### config.mk
export PLATFORM = sky130hd
export DESIGN_NAME = pc_stack
export DESIGN_NICKNAME = d
export VERILOG_FILES = /design/src/rtl/pc_stack.sv
export SDC_FILE = /design/constraint.sdc
export NUM_CORES = 1
export LEC_CHECK = 0
export CELL_PAD_IN_SITES_DETAIL_PLACEMENT = 0
export CELL_PAD_IN_SITES_GLOBAL_PLACEMENT = 1
export CORE_MARGIN = 5
export CORE_UTILIZATION = 31
export CTS_CLUSTER_SIZE = 24
export DETAILED_ROUTE_END_ITERATION = 7
export PLACE_DENSITY = 0.65
export SETUP_SLACK_MARGIN = 0.02
export SLEW_MARGIN = 20
export SYNTH_ARGS = -nofsm -noshare
export SYNTH_HDL_FRONTEND = slang
export SYNTH_SLANG_ARGS = --single-unit
### constraint.sdc
create_clock -name clk -period 3.2 [get_ports clk]
set_clock_uncertainty 0.15 [all_clocks]
set_input_delay 0.48 -clock clk [delete_from_list [all_inputs] [get_ports clk]]
set_output_delay 0.48 -clock clk [all_outputs]
set_load 0.02 [all_outputs]
### src/rtl/pc_stack.sv
// ---------------------------------------------------------------------------
// pc_stack
//   Parametrised program counter with an on-chip return-address stack.
//   Drives the instruction ROM address and is controlled by the decoder.
//
//   The PC can hold, increment, load, branch PC-relative, call and return.
//   CALL pushes the return address (PC+1) onto a LIFO of DEPTH entries.
//   RET pops that LIFO back into the PC.
//
//   Optional feature macro: PC_RELATIVE_EN
//     defined   : op 3'b011 adds the sign-extended data to the PC
//     undefined : op 3'b011 behaves as HOLD and no offset adder exists
//
// Parameters
//   WIDTH  PC / address width in bits (>= 2)
//   DEPTH  number of return-stack entries (>= 1)
//
// Ports
//   clk          in   clock, all state updates on posedge
//   reset        in   synchronous, active-high reset
//   op           in   operation select
//                     000 HOLD   001 INCR   010 LOAD   011 REL
//                     100 CALL   101 RET    110/111 HOLD
//   data         in   jump target / signed offset
//   result       out  current PC (registered)
//   sp_depth     out  number of stack entries in use
//   stack_full   out  sp_depth == DEPTH
//   stack_empty  out  sp_depth == 0
//   stack_err    out  sticky overflow/underflow flag, cleared by reset only
// ---------------------------------------------------------------------------
module pc_stack #(
    parameter int WIDTH = 8,
    parameter int DEPTH = 4
) (
    input  logic                       clk,
    input  logic                       reset,
    input  logic [2:0]                 op,
    input  logic [WIDTH-1:0]           data,
    output logic [WIDTH-1:0]           result,
    output logic [$clog2(DEPTH+1)-1:0] sp_depth,
    output logic                       stack_full,
    output logic                       stack_empty,
    output logic                       stack_err
);

    localparam int SPW = $clog2(DEPTH + 1);
    localparam int AW  = (DEPTH > 1) ? $clog2(DEPTH) : 1;

    typedef enum logic [2:0] {
        OP_HOLD = 3'b000,
        OP_INCR = 3'b001,
        OP_LOAD = 3'b010,
        OP_REL  = 3'b011,
        OP_CALL = 3'b100,
        OP_RET  = 3'b101
    } op_e;

    logic [WIDTH-1:0] pc_q, pc_d;
    logic [SPW-1:0]   sp_q, sp_d;
    logic             err_q, err_d;

    // Stack storage is intentionally not reset; entries above sp_q are dead.
    logic [WIDTH-1:0] stack_q [DEPTH];

    logic [WIDTH-1:0] pc_inc;
    logic             full, empty;
    logic             push_en;
    logic [AW-1:0]    push_idx;
    logic [AW-1:0]    top_idx;

    assign pc_inc   = pc_q + WIDTH'(1);
    assign full     = (sp_q == SPW'(DEPTH));
    assign empty    = (sp_q == '0);
    assign push_idx = AW'(sp_q);
    assign top_idx  = AW'(sp_q - SPW'(1));

    always_comb begin
        pc_d    = pc_q;
        sp_d    = sp_q;
        err_d   = err_q;
        push_en = 1'b0;

        if (reset) begin
            pc_d  = '0;
            sp_d  = '0;
            err_d = 1'b0;
        end else begin
            case (op)
                OP_INCR: pc_d = pc_inc;
                OP_LOAD: pc_d = data;
`ifdef PC_RELATIVE_EN
                // Same-width addition is already two's-complement modulo
                // 2^WIDTH, so no explicit sign extension is needed.
                OP_REL:  pc_d = pc_q + data;
`endif
                OP_CALL: begin
                    if (full) begin
                        pc_d  = pc_inc;
                        err_d = 1'b1;
                    end else begin
                        push_en = 1'b1;
                        sp_d    = sp_q + SPW'(1);
                        pc_d    = data;
                    end
                end
                OP_RET: begin
                    if (empty) begin
                        pc_d  = pc_inc;
                        err_d = 1'b1;
                    end else begin
                        sp_d = sp_q - SPW'(1);
                        pc_d = stack_q[top_idx];
                    end
                end
                default: pc_d = pc_q;
            endcase
        end
    end

    always_ff @(posedge clk) begin
        pc_q  <= pc_d;
        sp_q  <= sp_d;
        err_q <= err_d;
    end

    always_ff @(posedge clk) begin
        if (push_en) begin
            stack_q[push_idx] <= pc_inc;
        end
    end

    assign result      = pc_q;
    assign sp_depth    = sp_q;
    assign stack_full  = full;
    assign stack_empty = empty;
    assign stack_err   = err_q;

endmodule

; ---- Word-level counts from Yosys, hierarchy flattened
; Memory sizes are Yosys's and may differ from the RTL's.
; Cells that the tools add are included.
[word_totals]
register_bits = 12
latch_bits = 0
ram_bits = 32
rom_bits = 0
input_bits = 13
out_inout_bits = 14
word_cells = 35
mem_count = 1
[classes]
add_sub_neg = 3
n_mul = 0
n_div = 0
magnitude_cmp = 0
eq_ne = 9
shifts = 0
mux = 14
n_bitwise = 0
reduce_logical = 5
[memory_table]
columns = memory, depth, word_bits, rd, rd_clocked_by_memory_dff, wr, line_no
row1 = stack_q, 4, 8, 1, 0, 1, 63  ; logic [WIDTH-1:0] stack_q [DEPTH];
[op_table]
columns = operator, n
row1 = 8-bit one-hot mux with 4 select lines, 1
row2 = 8-bit 2-to-1 mux, 2
row3 = "3-bit equality test, second input constant", 3
row4 = "8-bit by 1-bit adder with 8-bit output, second input constant", 1
row5 = "2-bit != test, second input constant", 4
row6 = 1-bit 2-to-1 mux, 7
row7 = 3-bit 2-to-1 mux, 2
row8 = 3-bit one-hot mux with 2 select lines, 1
row9 = 3-bit AND reduction, 2
row10 = 4-bit nonzero test, 1
row11 = "3-bit by 1-bit adder with 3-bit output, second input constant", 1
row12 = "3-bit by 1-bit equality test with 1-bit output, second input constant", 1
row13 = "3-bit by 2-bit equality test with 1-bit output, second input constant", 1
row14 = 3-bit zero test, 1
row15 = "3-bit by 1-bit subtractor with 3-bit output, second input constant", 1
row16 = 1-bit one-hot mux with 2 select lines, 1
row17 = 2-bit nonzero test, 1

; ---- Depth between registers and ports, before layout
; Gate-level depths: netlist (run 1).
[depth]
word_depth = 6
ltp_mapped = 8
mapped_depth_nobuf = 6

; ---- Worst setup path before layout (run 1)
; OpenSTA, ideal clock, no wires.
[synth_timing]
path_type = register -> register
start = register sp_q[0] (netlist: sp_depth[0])
end = memory stack_q[0][0] (enable)
setup_time_ps = 332
t_arrival_ps = 2014
required_ps = 2718
setup_slack_ps = 704
path_stages_with_launch = 8
path_buffers = 2
synth_period_minus_slack_ps = 2496
cell_sequence = dfxtp_1 buf_6 inv_1 ha_1 buf_2 and2_1 nor4_1 and2_1
[synth_between]
elab_chain_cells = 6
[synth_lines]
columns = item, line_no
row1 = "start, declared", 59  ; logic [SPW-1:0] sp_q, sp_d;
row2 = "start signal, assigned", 122  ; sp_q <= sp_d;
row3 = 3-bit equality test, 72  ; assign full = (sp_q == SPW'(DEPTH));
row4 = net stack_full, 41  ; output logic stack_full,
row5 = 1-bit 2-to-1 mux, 97  ; if (full) begin
row6 = 1-bit 2-to-1 mux, 88  ; case (op)
row7 = 1-bit 2-to-1 mux, 83  ; if (reset) begin
row8 = 1-bit 2-to-1 mux, 127  ; if (push_en) begin
row9 = 1-bit 2-to-1 mux (not written as such), 128  ; stack_q[push_idx] <= pc_inc;
row10 = "end, declared", 63
; The timed path passes the listed nets, and every way through them passes these cells.

; ---- Worst setup path after layout (run 1)
[layout_timing]
start = register sp_q[1] (netlist: sp_depth[1])
end = output stack_empty
[layout_between]
elab_chain_cells = 1
[layout_lines]
columns = item, line_no
row1 = 3-bit zero test, 73  ; assign empty = (sp_q == '0);
row2 = "end, declared", 42  ; output logic stack_empty,
; Every way passes these cells.

==> results.txt, run 1 <==
PostCTS Resize Cnt: 0
CP Max Fanout: 10
xor and xnor area share after synthesis: 0.0347
vias in the first global route: 1,353
ANT nets after route: 0
RSZ-0062 raised after global routing: no
placed cell area: 2580 um^2
Hold Buf Count CTS: 0
# setup viols final: 0
hold crit path type: reg2reg
H-tree levels: 2
Gate Count Post-Synth: 165
initial antenna violation count: 0
multiplexer share of the synthesized area: 0.0922
top-area cell type share of the netlist area: 0.429
critical path class: reg2out
WP data required: 2.57 ns
Final Hold Fails: 0
routed vias/inst: 4.76
PwrDens: 497 nW/um^2
Distinct cells, synth: 48
Routability Congestion: 0.733
die area: 9020 um^2
final period utilization: 0.880
area of the multi-input gates: 942 um^2
first-pass GRT wire length: 7300 um
Routed WL: 4460 um
syn_nets: 184
ant diodes: 0
DRT iter0 DRCs: 54
clock-pin slew on the worst setup and hold paths: 0.09 ns
grt total ovfl: 0
top-count cell post-synth: edfxtp_1
Synth Area in Adders: 0.0335
top cells by count, synth: edfxtp_1, nor2_1, dfxtp_1
synth warn: 0
CTS tree: done
DRC Markers: 0
GR peak layer: met1
Synth Area in Compound Gates: 0.143
register area: 1200 um^2
leakage: 0.892 nW
Tot GR Track Use: 0.109
actual slew at the worst max-slew pin: 0.520 ns
Avg Cell Area, Syn: 13.6 um^2
Die W: 95.0 um
largest family of logic cells by synthesized area: compound AO/OA/AOI/OAI gates
wire length per cell: 15.2 um
met3 Usage GRT: 0.0303
status: finished, final reports clean
final setup TNS: 0 ns
clock sink count: 44
fin area: 2700 um^2
die height: 95.0 um
Area contributors post-synth: edfxtp_1, dfxtp_1, mux4_1, ha_1, a32oi_1
maximum clock path buffer count: 2
area grow syn2layout: 20.6%
GRT met1 Usage: 0.158
Yosys reg bits: 44
share of cells above drive strength 1: 0.134
Fillers: 712
asr flop ratio synth: 0
crit path capture type: output port
peak supply drop: 0.145 mV
CTS Buf Count: 5
Data arrival, critical path: 2.19 ns
Post-CTS Setup Repair Bufs: 0
Critical Path Source Type: flip-flop
Clock Root Buffer: clkbuf_8
hold path cells: 2
Seq/Total Area, Yosys: 0.537
row count: 31
Max Cap Viol: 0
Achievable Freq: 355 MHz
largest net degree at the start of global routing: 17
Core Box Area: 7140 um^2
number of synthesized flops with an enable pin: 32
worst hold margin: 0.339 ns
Final HPWL DP: 3350 um
via count: 1,395
Period minus WS final: 2.82 ns
nets@finish: 212
IO Port Bufs: 26
Synth Area in Simple Gates: 0.118
IO Pins: 27
Starting Density: 0.314
iteration count of the initial detailed-routing pass: 4
Worst R2R Path Depth: 5
Max Slew Vio Count: 0
clk_lat worst skew: 0.30 ns
met2 usage: 0.151
cell accounting for the most synthesized area: edfxtp_1
Mapped Area: 2240 um^2
main flop type after synthesis: edfxtp_1
max_slew headroom: 0.652
[per-layer routing]
| layer | up-vias | share of wire |
|---|---|---|
| met4 | 0 | 0.011 |
| met1 | 660 | 0.50 |
| li1 | 702 | - |
| met3 | 4 | 0.047 |
| met2 | 29 | 0.44 |
| met5 | - | 0 |
[cell type report]
cell class,instances,share of cell area
clock buffer,5,0.0255
clock inverter,3,0.0172
sequential,44,0.445
multi-input combinational,105,0.349
tap,99,0.0459
timing repair buffer,30,0.108
inverter,7,0.00974
[stage by stage]
stage,utilization,power [mW],setup slack [ns],std cells
2_1_floorplan,-,0.832,0.704,165
3_3_place_gp,0.362,0.920,0.525,285
3_5_place_dp,0.362,0.920,0.486,285
4_1_cts,0.378,1.36,0.353,293
5_1_grt,0.378,1.41,0.241,293
6_report,0.378,1.34,0.384,293
[power by group]
part	switching [mW]	total, mW	internal, mW
clock network	0.200	0.435	0.235
registers	0.0201	0.659	0.639
logic	0.132	0.246	0.114
total	0.353	1.34	0.988
[cells in the final DEF, fill, tap and decap left out, types with 4 or more instances in the layout]
cell | Yosys | final
dfxtp_1 | 12 | 12
nand2_1 | 5 | 5
clkbuf_8 | 0 | 5
inv_1 | 7 | 7
buf_4 | 0 | 4
nand3_1 | 4 | 4
edfxtp_1 | 32 | 32
xnor2_1 | 5 | 5
and2_1 | 5 | 5
nor2_1 | 13 | 13
clkdlybuf4s50_1 | 0 | 26
ha_1 | 6 | 6
a311oi_1 | 6 | 6
mux4_1 | 7 | 7
a32oi_1 | 7 | 7
[flip-flops by register name, indices dropped and copies added, names as in the netlist]
signal / cells
sp_depth: 3
stack_err: 1
result: 8
stack_q: 32
[cells by family after synthesis]
logic type                 Yosys count
and+or+nand+nor                     44
DFF                                 44
AOI/OAI and AO/OA                   39
buffers and inverters               16
xor gates and xnor gates             8
muxes                                8
adders and majority gates            6
[path summary, 6_finish.rpt]
path	startpoint	endpoint	slack (ns)
setup / recovery	sp_depth[1]	stack_empty	0.38
hold / removal	stack_err	stack_err	0.34
setup reg to reg	sp_depth[1]	stack_q[0][0]	0.75
hold reg to reg	stack_err	stack_err	0.34
[worst max-delay path: stages (launching register included)]
cell,delay [ns]
dfxtp_1,0.37
inv_1,0.11
ha_1,0.33
nor2b_2,0.39
clkdlybuf4s50_1,0.67
No activity file was read; power rests on OpenSTA's default activity.
==> run 2: changes to the inputs <==
Settings changed: CAP_MARGIN set to 20.
==> results of run 2 <==
Same layout as run 1: the final DEF is identical, and so are final timing and power.
